## config.mk

```make
export PLATFORM = sky130hd
export DESIGN_NAME = ibex_l2_regfile_ctrl_flat
export DESIGN_NICKNAME = d
export VERILOG_FILES = /design/src/rtl/ibex_l2_regfile_ctrl_if.sv /design/src/rtl/ibex_l2_regfile_ctrl.sv /design/src/flat_wrapper.sv
export SDC_FILE = /design/constraint.sdc
export NUM_CORES = 2
export LEC_CHECK = 0
export BUFFER_PORTS_ARGS = -buffer_cell sky130_fd_sc_hd__buf_2
export CAP_MARGIN = 20
export CELL_PAD_IN_SITES_DETAIL_PLACEMENT = 2
export CELL_PAD_IN_SITES_GLOBAL_PLACEMENT = 2
export CORE_MARGIN = 3
export CORE_UTILIZATION = 42
export CTS_BUF_LIST = sky130_fd_sc_hd__clkbuf_2 sky130_fd_sc_hd__clkbuf_4 sky130_fd_sc_hd__clkbuf_8
export CTS_CLUSTER_DIAMETER = 100
export DETAILED_ROUTE_END_ITERATION = 12
export PLACE_DENSITY = 0.82
export SYNTH_ARGS = -nofsm -noshare
export SYNTH_HDL_FRONTEND = slang
export SYNTH_SLANG_ARGS = --single-unit
```

## constraint.sdc

```tcl
create_clock -name clk_i -period 4.23 [get_ports clk_i]
set_clock_uncertainty 0.05 [all_clocks]
set_input_delay 0.2115 -clock clk_i [delete_from_list [all_inputs] [get_ports clk_i]]
set_output_delay 0.2115 -clock clk_i [all_outputs]
set_load 0.02 [all_outputs]
```

## src/rtl/ibex_l2_regfile_ctrl_if.sv

```systemverilog
// Request/grant bundle between the L1 register-file stage and the L2 register storage.
// The master drives requests and write data; the slave returns grants, read data and busy.
interface ibex_l2_regfile_ctrl_if #(
    parameter int unsigned DataWidth = 32
);
    logic                 rd_a_req_i;
    logic [4:0]           rd_a_addr_i;
    logic                 rd_a_gnt_o;
    logic                 rd_a_rvalid_o;
    logic [DataWidth-1:0] rd_a_rdata_o;
    logic                 rd_b_req_i;
    logic [4:0]           rd_b_addr_i;
    logic                 rd_b_gnt_o;
    logic                 rd_b_rvalid_o;
    logic [DataWidth-1:0] rd_b_rdata_o;
    logic                 wr_req_i;
    logic [4:0]           wr_addr_i;
    logic [DataWidth-1:0] wr_data_i;
    logic                 wr_gnt_o;
    logic                 busy_o;

    modport slave (
        input  rd_a_req_i, rd_a_addr_i, rd_b_req_i, rd_b_addr_i,
               wr_req_i, wr_addr_i, wr_data_i,
        output rd_a_gnt_o, rd_a_rvalid_o, rd_a_rdata_o,
               rd_b_gnt_o, rd_b_rvalid_o, rd_b_rdata_o, wr_gnt_o, busy_o
    );

    modport master (
        output rd_a_req_i, rd_a_addr_i, rd_b_req_i, rd_b_addr_i,
               wr_req_i, wr_addr_i, wr_data_i,
        input  rd_a_gnt_o, rd_a_rvalid_o, rd_a_rdata_o,
               rd_b_gnt_o, rd_b_rvalid_o, rd_b_rdata_o, wr_gnt_o, busy_o
    );
endinterface

```

## src/rtl/ibex_l2_regfile_ctrl.sv

```systemverilog
// L2 register storage behind the L1 regfile: one array access per cycle, FIFO write buffer with read forwarding.
// Define IBEX_L2RF_PERF_CNT_EN to add saturating read/write/forward counters.
module ibex_l2_regfile_ctrl #(
    parameter int unsigned DataWidth = 32,
    parameter int unsigned NumWords  = 32,
    parameter int unsigned WbDepth   = 2
) (
    input  logic                  clk_i,
    input  logic                  rst_ni,
    ibex_l2_regfile_ctrl_if.slave bus
`ifdef IBEX_L2RF_PERF_CNT_EN
    ,
    output logic [31:0]           rd_cnt_o,
    output logic [31:0]           wr_cnt_o,
    output logic [31:0]           fwd_cnt_o
`endif
);
    localparam int unsigned AW = (NumWords > 1) ? $clog2(NumWords) : 1;
    localparam int unsigned PW = $clog2(WbDepth);
    localparam int unsigned CW = $clog2(WbDepth + 1);

    typedef enum logic [1:0] {IDLE, B_PEND, FULL_DRAIN} state_e;

    logic [DataWidth-1:0] mem_q     [NumWords];
    logic [AW-1:0]        wb_addr_q [WbDepth];
    logic [DataWidth-1:0] wb_data_q [WbDepth];
    logic [PW-1:0]        wr_ptr_q, rd_ptr_q;
    logic [CW-1:0]        count_q, count_d;
    state_e               state_q, ret_q, base_nxt;

    logic                 rd_a_vld_p1, rd_b_vld_p1;
    logic [DataWidth-1:0] rd_a_data_p1, rd_b_data_p1;

    logic [AW-1:0]        a_idx, b_idx, w_idx, acc_idx, fwd_pos;
    logic                 full, pend_b, drain, gnt_a, gnt_b, wr_gnt, enq;
    logic                 fwd_a_hit, fwd_b_hit;
    logic [DataWidth-1:0] fwd_a_data, fwd_b_data, arr_rdata, a_val, b_val;
    int                   p;

    function automatic logic [PW-1:0] ptr_inc(input logic [PW-1:0] ptr);
        return (ptr == PW'(WbDepth - 1)) ? '0 : ptr + PW'(1);
    endfunction

    assign a_idx  = bus.rd_a_addr_i[AW-1:0];
    assign b_idx  = bus.rd_b_addr_i[AW-1:0];
    assign w_idx  = bus.wr_addr_i[AW-1:0];
    assign full   = (count_q == CW'(WbDepth));
    assign pend_b = (state_q == B_PEND) || (state_q == FULL_DRAIN && ret_q == B_PEND);

    // A full buffer always wins the port; a pending B beats a fresh A so B cannot starve.
    always_comb begin
        drain = 1'b0;
        gnt_a = 1'b0;
        gnt_b = 1'b0;
        if (!rst_ni) begin
            drain = 1'b0;
        end else if (full) begin
            drain = 1'b1;
        end else if (pend_b && bus.rd_b_req_i) begin
            gnt_b = 1'b1;
        end else if (bus.rd_a_req_i) begin
            gnt_a = 1'b1;
        end else if (bus.rd_b_req_i) begin
            gnt_b = 1'b1;
        end else if (count_q != '0) begin
            drain = 1'b1;
        end
    end

    always_comb begin
        base_nxt = IDLE;
        if (gnt_a && bus.rd_b_req_i) begin
            base_nxt = B_PEND;
        end else if (pend_b && bus.rd_b_req_i && !gnt_b) begin
            base_nxt = B_PEND;
        end
    end

    // Oldest-to-youngest scan so the youngest matching entry is the one that sticks.
    always_comb begin
        fwd_a_hit  = 1'b0;
        fwd_b_hit  = 1'b0;
        fwd_a_data = '0;
        fwd_b_data = '0;
        fwd_pos    = '0;
        p          = 0;
        for (int i = 0; i < int'(WbDepth); i++) begin
            p = int'(rd_ptr_q) + i;
            if (p >= int'(WbDepth)) p = p - int'(WbDepth);
            fwd_pos = AW'(p);
            if (i < int'(count_q)) begin
                if (wb_addr_q[PW'(p)] == a_idx) begin
                    fwd_a_hit  = 1'b1;
                    fwd_a_data = wb_data_q[PW'(p)];
                end
                if (wb_addr_q[PW'(p)] == b_idx) begin
                    fwd_b_hit  = 1'b1;
                    fwd_b_data = wb_data_q[PW'(p)];
                end
            end
        end
    end

    assign acc_idx   = drain ? wb_addr_q[rd_ptr_q] : (gnt_a ? a_idx : b_idx);
    assign arr_rdata = mem_q[acc_idx];
    assign a_val     = (a_idx == '0) ? '0 : (fwd_a_hit ? fwd_a_data : arr_rdata);
    assign b_val     = (b_idx == '0) ? '0 : (fwd_b_hit ? fwd_b_data : arr_rdata);

    assign wr_gnt  = rst_ni && !full;
    assign enq     = bus.wr_req_i && wr_gnt && (w_idx != '0);
    assign count_d = count_q + CW'(enq) - CW'(drain);

    always_ff @(posedge clk_i or negedge rst_ni) begin
        if (!rst_ni) begin
            for (int i = 0; i < int'(NumWords); i++) mem_q[i] <= '0;
            for (int i = 0; i < int'(WbDepth); i++) begin
                wb_addr_q[i] <= '0;
                wb_data_q[i] <= '0;
            end
            wr_ptr_q     <= '0;
            rd_ptr_q     <= '0;
            count_q      <= '0;
            state_q      <= IDLE;
            ret_q        <= IDLE;
            rd_a_vld_p1  <= 1'b0;
            rd_b_vld_p1  <= 1'b0;
            rd_a_data_p1 <= '0;
            rd_b_data_p1 <= '0;
        end else begin
            if (drain) begin
                mem_q[wb_addr_q[rd_ptr_q]] <= wb_data_q[rd_ptr_q];
                rd_ptr_q                   <= ptr_inc(rd_ptr_q);
            end
            if (enq) begin
                wb_addr_q[wr_ptr_q] <= w_idx;
                wb_data_q[wr_ptr_q] <= bus.wr_data_i;
                wr_ptr_q            <= ptr_inc(wr_ptr_q);
            end
            count_q <= count_d;
            if (count_d == CW'(WbDepth)) begin
                state_q <= FULL_DRAIN;
                ret_q   <= base_nxt;
            end else begin
                state_q <= base_nxt;
                ret_q   <= IDLE;
            end
            // p1: read response, one cycle after the grant
            rd_a_vld_p1 <= gnt_a;
            rd_b_vld_p1 <= gnt_b;
            if (gnt_a) rd_a_data_p1 <= a_val;
            if (gnt_b) rd_b_data_p1 <= b_val;
        end
    end

    assign bus.rd_a_gnt_o    = gnt_a;
    assign bus.rd_b_gnt_o    = gnt_b;
    assign bus.wr_gnt_o      = wr_gnt;
    assign bus.rd_a_rvalid_o = rd_a_vld_p1;
    assign bus.rd_b_rvalid_o = rd_b_vld_p1;
    assign bus.rd_a_rdata_o  = rd_a_data_p1;
    assign bus.rd_b_rdata_o  = rd_b_data_p1;
    assign bus.busy_o = rst_ni && ((count_q != '0) || (bus.rd_a_req_i && !gnt_a) ||
                                   (bus.rd_b_req_i && !gnt_b) || (state_q != IDLE));

`ifdef IBEX_L2RF_PERF_CNT_EN
    function automatic logic [31:0] sat_inc(input logic [31:0] c, input logic inc);
        return (inc && (c != '1)) ? c + 32'd1 : c;
    endfunction

    logic [31:0] rd_cnt_q, wr_cnt_q, fwd_cnt_q;

    always_ff @(posedge clk_i or negedge rst_ni) begin
        if (!rst_ni) begin
            rd_cnt_q  <= '0;
            wr_cnt_q  <= '0;
            fwd_cnt_q <= '0;
        end else begin
            rd_cnt_q  <= sat_inc(rd_cnt_q, gnt_a || gnt_b);
            wr_cnt_q  <= sat_inc(wr_cnt_q, enq);
            fwd_cnt_q <= sat_inc(fwd_cnt_q, (gnt_a && fwd_a_hit) || (gnt_b && fwd_b_hit));
        end
    end

    assign rd_cnt_o  = rd_cnt_q;
    assign wr_cnt_o  = wr_cnt_q;
    assign fwd_cnt_o = fwd_cnt_q;
`endif

    logic unused_fwd_pos;
    assign unused_fwd_pos = ^fwd_pos;
endmodule

```

## src/flat_wrapper.sv

```systemverilog
// flat-port wrapper written by rule: the top's interface ports become plain ports
module ibex_l2_regfile_ctrl_flat 
#(
    parameter int unsigned DataWidth = 32,
    parameter int unsigned NumWords  = 32,
    parameter int unsigned WbDepth   = 2
)
  (clk_i, rst_ni, bus_rd_a_req_i, bus_rd_a_addr_i, bus_rd_b_req_i, bus_rd_b_addr_i, bus_wr_req_i, bus_wr_addr_i, bus_wr_data_i, bus_rd_a_gnt_o, bus_rd_a_rvalid_o, bus_rd_a_rdata_o, bus_rd_b_gnt_o, bus_rd_b_rvalid_o, bus_rd_b_rdata_o, bus_wr_gnt_o, bus_busy_o);
  ibex_l2_regfile_ctrl_if #(.DataWidth(DataWidth)) bus_i ();
  input  logic clk_i;
  input  logic rst_ni;
  input wire logic [$bits(bus_i.rd_a_req_i)-1:0] bus_rd_a_req_i;
  input wire logic [$bits(bus_i.rd_a_addr_i)-1:0] bus_rd_a_addr_i;
  input wire logic [$bits(bus_i.rd_b_req_i)-1:0] bus_rd_b_req_i;
  input wire logic [$bits(bus_i.rd_b_addr_i)-1:0] bus_rd_b_addr_i;
  input wire logic [$bits(bus_i.wr_req_i)-1:0] bus_wr_req_i;
  input wire logic [$bits(bus_i.wr_addr_i)-1:0] bus_wr_addr_i;
  input wire logic [$bits(bus_i.wr_data_i)-1:0] bus_wr_data_i;
  output wire logic [$bits(bus_i.rd_a_gnt_o)-1:0] bus_rd_a_gnt_o;
  output wire logic [$bits(bus_i.rd_a_rvalid_o)-1:0] bus_rd_a_rvalid_o;
  output wire logic [$bits(bus_i.rd_a_rdata_o)-1:0] bus_rd_a_rdata_o;
  output wire logic [$bits(bus_i.rd_b_gnt_o)-1:0] bus_rd_b_gnt_o;
  output wire logic [$bits(bus_i.rd_b_rvalid_o)-1:0] bus_rd_b_rvalid_o;
  output wire logic [$bits(bus_i.rd_b_rdata_o)-1:0] bus_rd_b_rdata_o;
  output wire logic [$bits(bus_i.wr_gnt_o)-1:0] bus_wr_gnt_o;
  output wire logic [$bits(bus_i.busy_o)-1:0] bus_busy_o;
  assign bus_i.rd_a_req_i = bus_rd_a_req_i;
  assign bus_i.rd_a_addr_i = bus_rd_a_addr_i;
  assign bus_i.rd_b_req_i = bus_rd_b_req_i;
  assign bus_i.rd_b_addr_i = bus_rd_b_addr_i;
  assign bus_i.wr_req_i = bus_wr_req_i;
  assign bus_i.wr_addr_i = bus_wr_addr_i;
  assign bus_i.wr_data_i = bus_wr_data_i;
  assign bus_rd_a_gnt_o = bus_i.rd_a_gnt_o;
  assign bus_rd_a_rvalid_o = bus_i.rd_a_rvalid_o;
  assign bus_rd_a_rdata_o = bus_i.rd_a_rdata_o;
  assign bus_rd_b_gnt_o = bus_i.rd_b_gnt_o;
  assign bus_rd_b_rvalid_o = bus_i.rd_b_rvalid_o;
  assign bus_rd_b_rdata_o = bus_i.rd_b_rdata_o;
  assign bus_wr_gnt_o = bus_i.wr_gnt_o;
  assign bus_busy_o = bus_i.busy_o;
  ibex_l2_regfile_ctrl #(.DataWidth(DataWidth), .NumWords(NumWords), .WbDepth(WbDepth)) u_core (.clk_i(clk_i), .rst_ni(rst_ni), .bus(bus_i));
endmodule
```

==> impl_results.rst <==
.. list-table::
   :header-rows: 1

   * - Metric
     - Value
   * - Non-filler instance count after layout
     - between 7000 and 8000
   * - Total nets after synthesis
     - 5429
   * - Number of H-tree branching levels
     - 4
   * - Fin util
     - between 40% and 50%
   * - Required time of the critical path
     - between 4 and 5 ns
   * - Sequential share of the synthesized area
     - between 50% and 60%
   * - Result of the run
     - finished, final reports clean
   * - Placed cell area
     - between 50000 and 60000 sq um
   * - Number of slew-limit violations in the final report
     - 0
   * - Worst hold margin
     - approximately 0.06 ns
   * - Global route total overflow
     - 0
   * - Post-synthesis cell count
     - about 5400
   * - Standard cell with the maximum stage delay on the critical path
     - or4_4
   * - Most numerous cell on the critical path
     - buf_4
   * - Period utilization
     - 98.5%
   * - Finished layout cell area
     - about 60000 sq um
   * - Number of clock sinks
     - 1171
   * - Clock transition at path regs
     - 0.07 ns
   * - IO Port Bufs
     - ~120
   * - Vertical extent of the die
     - approximately 360 um
   * - Source-to-sink clock delay at the later pin of the worst-skew pair
     - between 0.9 and 1 ns
   * - Die span in x
     - around 360 um
   * - Router iterations before antenna repair
     - 6
   * - Arrival time reported for the critical path endpoint
     - approximately 5 ns
   * - Cell variety after synth
     - 53
   * - Average footprint of a synthesized cell
     - 9.63 sq um
   * - Clk root buf
     - clkbuf_8
   * - Starting Density
     - between 40% and 50%
   * - Share of async-settable or async-resettable flops after synthesis
     - between 90% and 100%
   * - Yosys warning total
     - 0
   * - Area growth from synthesis to layout
     - 16.0%
   * - Total half-perimeter wirelength after legalization and detailed placement
     - about 120 mm
   * - Setup crit end kind
     - register
   * - First-pass GRT wire length
     - roughly 330 mm
   * - Clock tree from TritonCTS
     - done
   * - Share of final-layout standard cells stronger than drive strength 1
     - 15.1%
   * - Final nets
     - approximately 5500
   * - Biggest area consumer among synthesized cells
     - dfrtp_1
   * - Average routed wire per standard cell
     - 30.9 um
   * - Max-cap check violation count
     - 0
   * - Depth of the worst register-to-register path
     - 13
   * - Total global routing track utilization
     - a little over a third
   * - Startpoint-to-endpoint class of the critical path
     - register to register
   * - Post-detailed-routing wire length
     - roughly 220 mm
   * - Slew at the pin closest to its max-slew limit
     - between 1 and 1.5 ns
   * - Static leakage
     - approximately 28 nW
   * - F_max
     - between 200 and 250 MHz
   * - Most frequent cell after synthesis
     - dfrtp_1
   * - Flops & latches, synth
     - ~1200
   * - Number of buffers added by the clock tree synthesis step
     - ~200
   * - Most instantiated cells after synthesis
     - 1171 x dfrtp_1, 939 x nor2_1, 912 x a21oi_1
   * - # DRC
     - 0
   * - Stage delay of the slowest cell on the critical path
     - 0.56 ns
   * - Min Clock Period, post-route
     - between 4 and 5 ns
   * - Number of design-rule violations left by the first detailed-router iteration
     - ~3800
   * - Worst-path fanout max
     - 14
   * - Path category of the worst min-delay check
     - input port to register
   * - Worst-case clock buffer depth
     - 3
   * - Final Total Pwr
     - between 0.05 and 0.06 W
   * - Pin count of the biggest net entering global routing
     - between 150 and 200
   * - Vias after detailed routing
     - approximately 45000
   * - Setup Viol. Count Final
     - 0
   * - Normalized max-slew margin
     - 23.1%
   * - Combined area of all synthesized cells
     - ~52000 sq um
   * - Commonest register cell after synthesis
     - dfrtp_1
   * - Top-Level Pins
     - between 100 and 150
   * - Instance count after placement with tap cells included
     - between 6000 and 7000
   * - Routability Congestion
     - 0.813
   * - Number of rows created at floorplan
     - about 130
   * - Initial antenna violation count
     - 9
   * - Crit-path cells
     - nor2b_1 > o21ai_4 > inv_2 > or4_4 > and3_4 > buf_4 > buf_4 > nor2_4 > buf_12 > buf_4 > a32oi_1 > and4_1 > o21ai_0
   * - Cell depth of the worst min-delay path
     - 3
   * - Number of antenna-violating nets in the routed design
     - 0
   * - Largest cells by area after synthesis
     - dfrtp_1 57%, a21oi_1 8.8%, mux2i_1 8.2%, nor2_1 6.8%, nand2_1 4.2%
   * - Startpoint Class
     - register
   * - Peak supply drop
     - roughly 0.65 mV
   * - Final number of hold-violating endpoints
     - 0
   * - Core ar.
     - approximately 120000 sq um
   * - Share of the synthesized area in the top cell type
     - about 57%
   * - Number of global-route vias before repair
     - just over 50000
   * - Die outline area
     - 128000 sq um
   * - Number of enable-type register cells in the synthesized netlist
     - 0
   * - Power per cell area
     - ~870 nW/um^2
   * - Ratio of routed vias to standard cells
     - 6.24
-- final timing paths --
path | slack, ns | startpoint | endpoint
worst min-delay path | 0.06 | bus_wr_addr_i[3] | u_core.wb_addr_q[8]
min in group asynchronous | 0.17 | rst_ni | u_core.mem_q[412]
worst max-delay path | 0.06 | u_core.count_q[1] | u_core.bus.rd_b_rdata_o[7]
worst min register to register | 0.43 | u_core.mem_q[115] | u_core.mem_q[115]
worst max register to register | 0.06 | u_core.count_q[1] | u_core.bus.rd_b_rdata_o[7]
max in group asynchronous | 0.90 | rst_ni | u_core.mem_q[610]
-- where the power goes --
| part | leakage (nW) | total (W) | internal (W) | switching [W] |
|---|---|---|---|---|
| Clock | 2.33 | 0.0114 | 0.00622 | 0.00521 |
| Combinational | 9.91 | 0.0211 | 0.00705 | 0.0141 |
| Sequential | 15.4 | 0.0196 | 0.0160 | 0.00362 |
-- cells in the final DEF (no fill, tap or decap), drive strengths merged, types with 47 or more instances in the layout --
cell type / instances
clkbuf: 330
dfrtp: 1171
buf: 308
o21ai: 190
a211oi: 47
nand2: 576
a32oi: 132
nand3: 221
a22oi: 48
mux2i: 422
a21oi: 912
dlygate4sd3: 57
mux2: 78
nor2: 942
-- cell type report --
| type | count | area, sq um |
|---|---|---|
| timing repair buffer | 365 | 3210 |
| tap | 1625 | 2030 |
| multi-input combinational | 3710 | 21000 |
| clock buffer | 330 | 4090 |
| fill | 12400 | 62000 |
| inverter | 16 | 60.1 |
| antenna | 11 | 27.5 |
| sequential | 1171 | 29300 |
| clock inverter | 32 | 262 |
-- sequential cells by signal (all words and copies together) (netlist names) --
signal	flops
u_core.rd_ptr_q	1
u_core.wb_addr_q	10
u_core.bus.rd_b_rvalid_o	1
u_core.bus.rd_a_rdata_o	32
u_core.ret_q	1
u_core.mem_q	1024
u_core.wr_ptr_q	1
u_core.count_q	2
u_core.bus.rd_b_rdata_o	32
u_core.bus.rd_a_rvalid_o	1
u_core.state_q	2
u_core.wb_data_q	64
-- critical path: cells and delay by family (launching register included) --
family | cells | cell delay, ns
buffers and inverters | 5 | 1.07
DFF | 1 | 0.45
AOI/OAI and AO/OA | 3 | 0.80
and+or+nand+nor | 5 | 1.62
-- cell families after synthesis --
kind of cell               after synthesis  share of synthesized area [%]
AOI/OAI and AO/OA                     1369                           14.9
xor gates and xnor gates                14                          0.237
adders and majority gates                2                         0.0483
buffers and inverters                  495                           3.91
DFF                                   1171                           56.6
muxes                                  500                           9.85
and+or+nand+nor                       1824                           14.4
-- layer usage --
layer  wire (um)  vias to the layer above  global-route usage (%)
li1            -                    18700                       -
met1       87400                    23900                    41.5
met2      110000                     1926                    59.3
met3       14600                      722                    6.59
met4       12200                        2                    19.5
met5          69                        -                       0
-- through the flow --
stage,setup WS [ns],TNS [ns]
after floorplan,1.26,0
after global placement,0.433,0
after detailed placement,0.294,0
after CTS,0.160,0
after global routing,-0.0187,-0.0187
final,0.0633,0
-- what timing repair did --
item,CTS,global route
setup buffers,0,8
setup endpoints to repair,0,28
hold buffers,57,0
hold endpoints to repair,332,0
gates resized for setup,0,4
Power figures use the tool's default switching activity.
